[src/rtl/bus_xfer_ctrl_if.sv]
// ---------------------------------------------------------------------------
// bus_xfer_ctrl_if
//   Groups the signals of the bus transfer controller: the command handshake
//   from upstream, the req/gnt/done/dly link to the bus grant arbiter, and the
//   data-phase signals toward the bus slave.
//
//   Parameter
//     LEN_W      width of the burst length / beat index fields
//   Signals
//     cmd_valid, cmd_len, cmd_wr, cmd_ready   burst command handshake
//     req, gnt, done, dly                     arbiter link
//     bus_act, bus_wr, bus_ack, bus_last,
//     beat_cnt                                data phase
//     err                                     sticky protocol error
//   Modports
//     master   the controller side (drives req/done/dly and the data phase)
//     slave    the surroundings (command source, arbiter, bus slave)
// ---------------------------------------------------------------------------
interface bus_xfer_ctrl_if #(
  parameter int LEN_W = 4
);
  logic             cmd_valid;
  logic             cmd_ready;
  logic [LEN_W-1:0] cmd_len;
  logic             cmd_wr;
  logic             req;
  logic             gnt;
  logic             done;
  logic             dly;
  logic             bus_act;
  logic             bus_wr;
  logic             bus_ack;
  logic             bus_last;
  logic [LEN_W-1:0] beat_cnt;
  logic             err;

  modport master (
    input  cmd_valid, cmd_len, cmd_wr, gnt, bus_ack,
    output cmd_ready, req, done, dly, bus_act, bus_wr, bus_last, beat_cnt, err
  );

  modport slave (
    output cmd_valid, cmd_len, cmd_wr, gnt, bus_ack,
    input  cmd_ready, req, done, dly, bus_act, bus_wr, bus_last, beat_cnt, err
  );
endinterface

[src/rtl/bus_xfer_ctrl.sv]
// ---------------------------------------------------------------------------
// bus_xfer_ctrl
//   Bus-master transfer controller in front of the bus grant arbiter. Takes
//   one burst command at a time, requests the bus, runs the burst once the
//   grant arrives, pulses done, and for writes holds dly for RECOV cycles
//   (counting the done cycle) so the arbiter keeps the grant through the
//   post-write recovery window.
//
//   Parameters
//     LEN_W   burst length field width (max burst 2**LEN_W beats)
//     RECOV   post-write recovery cycles, 0..15 (0 = no recovery)
//   Ports
//     clk     rising-edge clock
//     rst     synchronous active-high reset
//     bus     bus_xfer_ctrl_if.master (command, arbiter and data-phase signals)
//
//   Every output is a decode of registered state: there is no combinational
//   path from gnt or bus_ack to any output.
// ---------------------------------------------------------------------------
module bus_xfer_ctrl #(
  parameter int LEN_W = 4,
  parameter int RECOV = 2
) (
  input  logic             clk,
  input  logic             rst,
  bus_xfer_ctrl_if.master  bus
);

  typedef enum logic [2:0] {
    S_IDLE  = 3'd0,
    S_REQ   = 3'd1,
    S_XFER  = 3'd2,
    S_DONE  = 3'd3,
    S_RECOV = 3'd4
  } state_t;

  localparam int RC_W = 4;
  // dly is asserted in the done cycle whenever recovery is enabled at all;
  // the separate RECOV state is only needed for two or more dly cycles.
  localparam bit DLY_IN_DONE = (RECOV > 0);
  localparam bit RECOV_STATE = (RECOV > 1);
  localparam logic [RC_W-1:0] RECOV_LOAD = RC_W'((RECOV > 1) ? (RECOV - 1) : 1);

  state_t           state_reg,  state_next;
  logic [LEN_W-1:0] len_reg,    len_next;
  logic             wr_reg,     wr_next;
  logic [LEN_W-1:0] beat_reg,   beat_next;
  logic [RC_W-1:0]  rcnt_reg,   rcnt_next;
  logic             err_reg,    err_next;

  // Final-beat compare built bitwise so it depends only on registers.
  logic [LEN_W-1:0] beat_match;
  logic             last_beat;

  genvar gi;
  generate
    for (gi = 0; gi < LEN_W; gi++) begin : g_match
      assign beat_match[gi] = (beat_reg[gi] ~^ len_reg[gi]);
    end
  endgenerate

  assign last_beat = &beat_match;

  // State register
  always_ff @(posedge clk) begin
    if (rst) begin
      state_reg <= S_IDLE;
      len_reg   <= '0;
      wr_reg    <= 1'b0;
      beat_reg  <= '0;
      rcnt_reg  <= '0;
      err_reg   <= 1'b0;
    end else begin
      state_reg <= state_next;
      len_reg   <= len_next;
      wr_reg    <= wr_next;
      beat_reg  <= beat_next;
      rcnt_reg  <= rcnt_next;
      err_reg   <= err_next;
    end
  end

  // Next-state logic
  always_comb begin
    state_next = state_reg;
    len_next   = len_reg;
    wr_next    = wr_reg;
    beat_next  = beat_reg;
    rcnt_next  = rcnt_reg;
    err_next   = err_reg;

    case (state_reg)
      S_IDLE: begin
        if (bus.cmd_valid && !err_reg) begin
          len_next   = bus.cmd_len;
          wr_next    = bus.cmd_wr;
          beat_next  = '0;
          state_next = S_REQ;
        end
      end

      S_REQ: begin
        if (bus.gnt) begin
          state_next = S_XFER;
        end
      end

      S_XFER: begin
        // A lost grant takes priority over a completing beat.
        if (!bus.gnt) begin
          err_next   = 1'b1;
          state_next = S_IDLE;
        end else if (bus.bus_ack) begin
          if (last_beat) begin
            // beat_cnt stays on the final index, so a full-length burst
            // ends at all-ones instead of wrapping.
            state_next = S_DONE;
          end else begin
            beat_next = beat_reg + LEN_W'(1);
          end
        end
      end

      S_DONE: begin
        if (!bus.gnt) begin
          err_next   = 1'b1;
          state_next = S_IDLE;
        end else if (wr_reg && RECOV_STATE) begin
          rcnt_next  = RECOV_LOAD;
          state_next = S_RECOV;
        end else begin
          state_next = S_IDLE;
        end
      end

      S_RECOV: begin
        // rcnt_reg counts the dly cycles still owed including this one.
        if (!bus.gnt) begin
          err_next   = 1'b1;
          state_next = S_IDLE;
        end else begin
          rcnt_next = rcnt_reg - RC_W'(1);
          if (rcnt_reg == RC_W'(1)) begin
            state_next = S_IDLE;
          end
        end
      end

      default: begin
        state_next = S_IDLE;
      end
    endcase
  end

  // Moore output decodes
  assign bus.cmd_ready = (state_reg == S_IDLE) && !err_reg;
  assign bus.req       = (state_reg == S_REQ);
  assign bus.done      = (state_reg == S_DONE);
  assign bus.dly       = ((state_reg == S_DONE) && wr_reg && DLY_IN_DONE) ||
                         (state_reg == S_RECOV);
  assign bus.bus_act   = (state_reg == S_XFER);
  // Direction is only presented while the data phase is active.
  assign bus.bus_wr    = (state_reg == S_XFER) && wr_reg;
  assign bus.bus_last  = (state_reg == S_XFER) && last_beat;
  assign bus.beat_cnt  = beat_reg;
  assign bus.err       = err_reg;

endmodule

[src/flat_wrapper.sv]
// flat-port wrapper written by rule: the top's interface ports become plain ports
module bus_xfer_ctrl_flat 
#(
  parameter int LEN_W = 4,
  parameter int RECOV = 2
)
  (clk, rst, bus_cmd_valid, bus_cmd_len, bus_cmd_wr, bus_gnt, bus_bus_ack, bus_cmd_ready, bus_req, bus_done, bus_dly, bus_bus_act, bus_bus_wr, bus_bus_last, bus_beat_cnt, bus_err);
  bus_xfer_ctrl_if #(.LEN_W(LEN_W)) bus_i ();
  input  logic clk;
  input  logic rst;
  input wire logic [$bits(bus_i.cmd_valid)-1:0] bus_cmd_valid;
  input wire logic [$bits(bus_i.cmd_len)-1:0] bus_cmd_len;
  input wire logic [$bits(bus_i.cmd_wr)-1:0] bus_cmd_wr;
  input wire logic [$bits(bus_i.gnt)-1:0] bus_gnt;
  input wire logic [$bits(bus_i.bus_ack)-1:0] bus_bus_ack;
  output wire logic [$bits(bus_i.cmd_ready)-1:0] bus_cmd_ready;
  output wire logic [$bits(bus_i.req)-1:0] bus_req;
  output wire logic [$bits(bus_i.done)-1:0] bus_done;
  output wire logic [$bits(bus_i.dly)-1:0] bus_dly;
  output wire logic [$bits(bus_i.bus_act)-1:0] bus_bus_act;
  output wire logic [$bits(bus_i.bus_wr)-1:0] bus_bus_wr;
  output wire logic [$bits(bus_i.bus_last)-1:0] bus_bus_last;
  output wire logic [$bits(bus_i.beat_cnt)-1:0] bus_beat_cnt;
  output wire logic [$bits(bus_i.err)-1:0] bus_err;
  assign bus_i.cmd_valid = bus_cmd_valid;
  assign bus_i.cmd_len = bus_cmd_len;
  assign bus_i.cmd_wr = bus_cmd_wr;
  assign bus_i.gnt = bus_gnt;
  assign bus_i.bus_ack = bus_bus_ack;
  assign bus_cmd_ready = bus_i.cmd_ready;
  assign bus_req = bus_i.req;
  assign bus_done = bus_i.done;
  assign bus_dly = bus_i.dly;
  assign bus_bus_act = bus_i.bus_act;
  assign bus_bus_wr = bus_i.bus_wr;
  assign bus_bus_last = bus_i.bus_last;
  assign bus_beat_cnt = bus_i.beat_cnt;
  assign bus_err = bus_i.err;
  bus_xfer_ctrl #(.LEN_W(LEN_W), .RECOV(RECOV)) u_core (.clk(clk), .rst(rst), .bus(bus_i));
endmodule
[config.mk]
export PLATFORM = sky130hd
export DESIGN_NAME = bus_xfer_ctrl_flat
export DESIGN_NICKNAME = d
export VERILOG_FILES = /design/src/rtl/bus_xfer_ctrl_if.sv /design/src/rtl/bus_xfer_ctrl.sv /design/src/flat_wrapper.sv
export SDC_FILE = /design/constraint.sdc
export NUM_CORES = 1
export LEC_CHECK = 0
export BUFFER_PORTS_ARGS = -buffer_cell sky130_fd_sc_hd__buf_2
export CELL_PAD_IN_SITES_DETAIL_PLACEMENT = 0
export CELL_PAD_IN_SITES_GLOBAL_PLACEMENT = 1
export CORE_MARGIN = 2
export CORE_UTILIZATION = 40
export DETAILED_ROUTE_END_ITERATION = 6
export GPL_TIMING_DRIVEN = 0
export PLACE_DENSITY_LB_ADDON = 0.1
export SETUP_SLACK_MARGIN = 0.05
export SYNTH_ARGS = -nofsm -noshare
export SYNTH_HDL_FRONTEND = slang
export SYNTH_SLANG_ARGS = --single-unit
[constraint.sdc]
create_clock -name clk -period 4.1 [get_ports clk]
set_input_delay 0.205 -clock clk [delete_from_list [all_inputs] [get_ports clk]]
set_output_delay 0.205 -clock clk [all_outputs]
set_load 0.02 [all_outputs]
==> metrics.yaml <==
status:
  status: "finished clean"
finish:
  drive_gt1_share_pct: 25.95
  n_antenna_cell: 0
  synthToLayoutAreaGrowth_pct: 17.75
  layout.nets: 145
  fin_util_pct: 50.28
clocking:
  clock_latency_ps: 290
  clk_path_buf_depth: 2
  cts_max_level: 1
  cts_setup_buffers: 0
  cts.sinks: 17
  cts-root-buf: "clkbuf_4"
  cts_resized: 0
  tritoncts: "done"
  holdBufCountCts: 0
  clkTransAtPathRegs_ps: 100
  cts_buffers: 3
power_and_ir_drop:
  internal_power_mw: 0.2380
  irDropWorstVdd_mv: 0.1481
  pwr-share-seq_pct: 52.8
  p_per_area_nw_per_um2: 311.6
  p_switching_mw: 0.1086
  clockPowerShare_pct: 26.0
  pwr-share-comb_pct: 21.2
  swShare_pct: 31.33
  finalPower_mw: 0.3465
  total_leakage_power_nw: 0.5007
setup_path:
  critical_path_class: "flop to primary output"
  worst-path-max-fanout: 6
  cp.required_ps: 3890
  cp-start-kind: "flop"
  endpoint_kind: "primary output"
  cp.arrival_ps: 1620
  rrSetupSlack_ps: 2530
global_route:
  grt_pass1_wl_um: 3491
  grt.total_usage_pct: 16.95
  grt_max_degree: 11
  grt.overflow.total: 0
  first_global_vias: 819
  antenna_found_initial: 0
timing:
  worstMarginPinSlew_ps: 516.8
  setup_ws_ps: 2273
  drv_slew: 0
  setup_tns_ps: 0
  rsz0062_at_grt: "no"
  hold_ws_ps: 153.9
  finalCritPeriodShare_pct: 44.57
  post-route-min-period_ps: 1827
  maxSlewHeadroom_pct: 65.55
  max_freq_mhz: 547.3
  setup_viol: 0
  hold_viol: 0
  finClkSkew_ps: 4.973
floorplan:
  die_h_um: 52.60
  ios: 22
  die_x_um: 52.60
  initial_core_util_pct: 42.70
  core_um2: 2212
  dieArea_um2: 2766
  rows: 17
synth:
  synth.area.top_cells: "dfxtp_1, nand2_1, xor2_1, a21oi_1, ha_1"
  synth.distinct_cells: 41
  yosysWarnings: 0
  ys_async_sr_fraction_pct: 0
  postSynthAreaPerCell_um2: 8.912
  synth_enable_flop_cells: 0
  synthFlopType: "dfxtp_1"
  synth.most_common_cell: "dfxtp_1"
  synth_top_cell_by_area: "dfxtp_1"
  syn_area_um2: 944.7
  netlist.area_leader.share_pct: 36.03
  yosysSeqAreaShare_pct: 36.03
  syn_inst: 106
  synthTopCellsByCount: "dfxtp_1, nand2_1, a21oi_1, nand3_1, nor2_1"
  syn_nets: 119
  synth_seq_cells: 17
routing:
  routed_via_density: 5.302
  wl_per_cell_um: 12.82
  first_iter_violations: 8
  drc_errors: 0
  wl_um: 2039
  dr.pass1.iters: 4
  antenna_left: 0
  vias: 843
placement:
  gp_congestion: 0.7633
  pre_cts_ws_ps: 2529
  io_buffers: 21
  dpl.hpwl_um: 1563
worst_hold_path:
  hp-class: "primary input to flop"
job:
  max_cap_viol_count: 0
## layer usage
metal / wire [um] / share of wire [%] / track usage, % / vias up
li1: - / - / - / 434
met5: 0 / 0 / 0 / -
met2: 991 / 49 / 29.38 / 15
met3: 79 / 3.9 / 2.571 / 2
met1: 949 / 47 / 20.39 / 392
met4: 17 / 0.83 / 7.692 / 0
## worst max-delay path, cell delays in order (launching register included)
cell and delay, ps:
dfxtp_1 460, xor2_1 160, nor4_1 390, and2_1 170, buf_2 150
## final cells by class
cell class                      count  area (um2)
Fill cell                         227        1100
Timing Repair Buffer               21       105.1
Clock inverter                      1       5.005
Buffer                              3       11.26
Inverter                            4       15.01
Multi-Input combinational cell     82       578.1
Sequential cell                    17       340.3
Clock buffer                        3       22.52
Tap cell                           28       35.03
## path summary, 6_finish.rpt
| check | start | end | cells after the start |
|---|---|---|---|
| min | bus_cmd_len[2] | u_core.len_reg[2] | 3 |
| max reg2reg | u_core.state_reg[0] | u_core.bus.beat_cnt[2] | 4 |
| min reg2reg | u_core.len_reg[1] | u_core.len_reg[1] | 2 |
| max | u_core.bus.beat_cnt[2] | bus_bus_last | 4 |
## cell usage in the layout, fill, tap and decap left out, types with 2 or more instances in the layout
cell type / count
a21oi_1: 8
and2_1: 4
buf_2: 21
clkbuf_1: 3
clkbuf_4: 3
dfxtp_1: 17
ha_1: 3
inv_1: 3
nand2_1: 14
nand3_1: 7
nand4b_1: 2
nor2_1: 7
o211ai_1: 2
or2_1: 2
xor2_1: 6
## logic make-up (layout without fill, tap and decap cells)
family / Yosys count / in the layout / share of synthesized area [%]
flops: 17 / 17 / 36.03
simple gates: 49 / 49 / 30.99
fa+ha+maj: 3 / 3 / 3.974
compound gates: 24 / 24 / 20.66
buf+inv: 7 / 32 / 2.781
xor+xnor: 6 / 6 / 5.563
## metrics by stage
stage / std cells / area, um2
global route: 159 / 1112
finish: 159 / 1112
detailed placement: 155 / 1085
CTS: 159 / 1112
global placement: 155 / 1085
floorplan: 106 / 944.7
## power by group through the flow
stage / logic, mW / clock network (mW) / registers, mW
after detailed placement: 0.0739 / 0 / 0.187
final: 0.0734 / 0.0902 / 0.183
after floorplan: 0.0531 / 0 / 0.185
after global routing: 0.0815 / 0.0986 / 0.184
after global placement: 0.0735 / 0 / 0.186
after CTS: 0.0742 / 0.0959 / 0.183
Note: power is estimated with default switching activity, not from simulation.
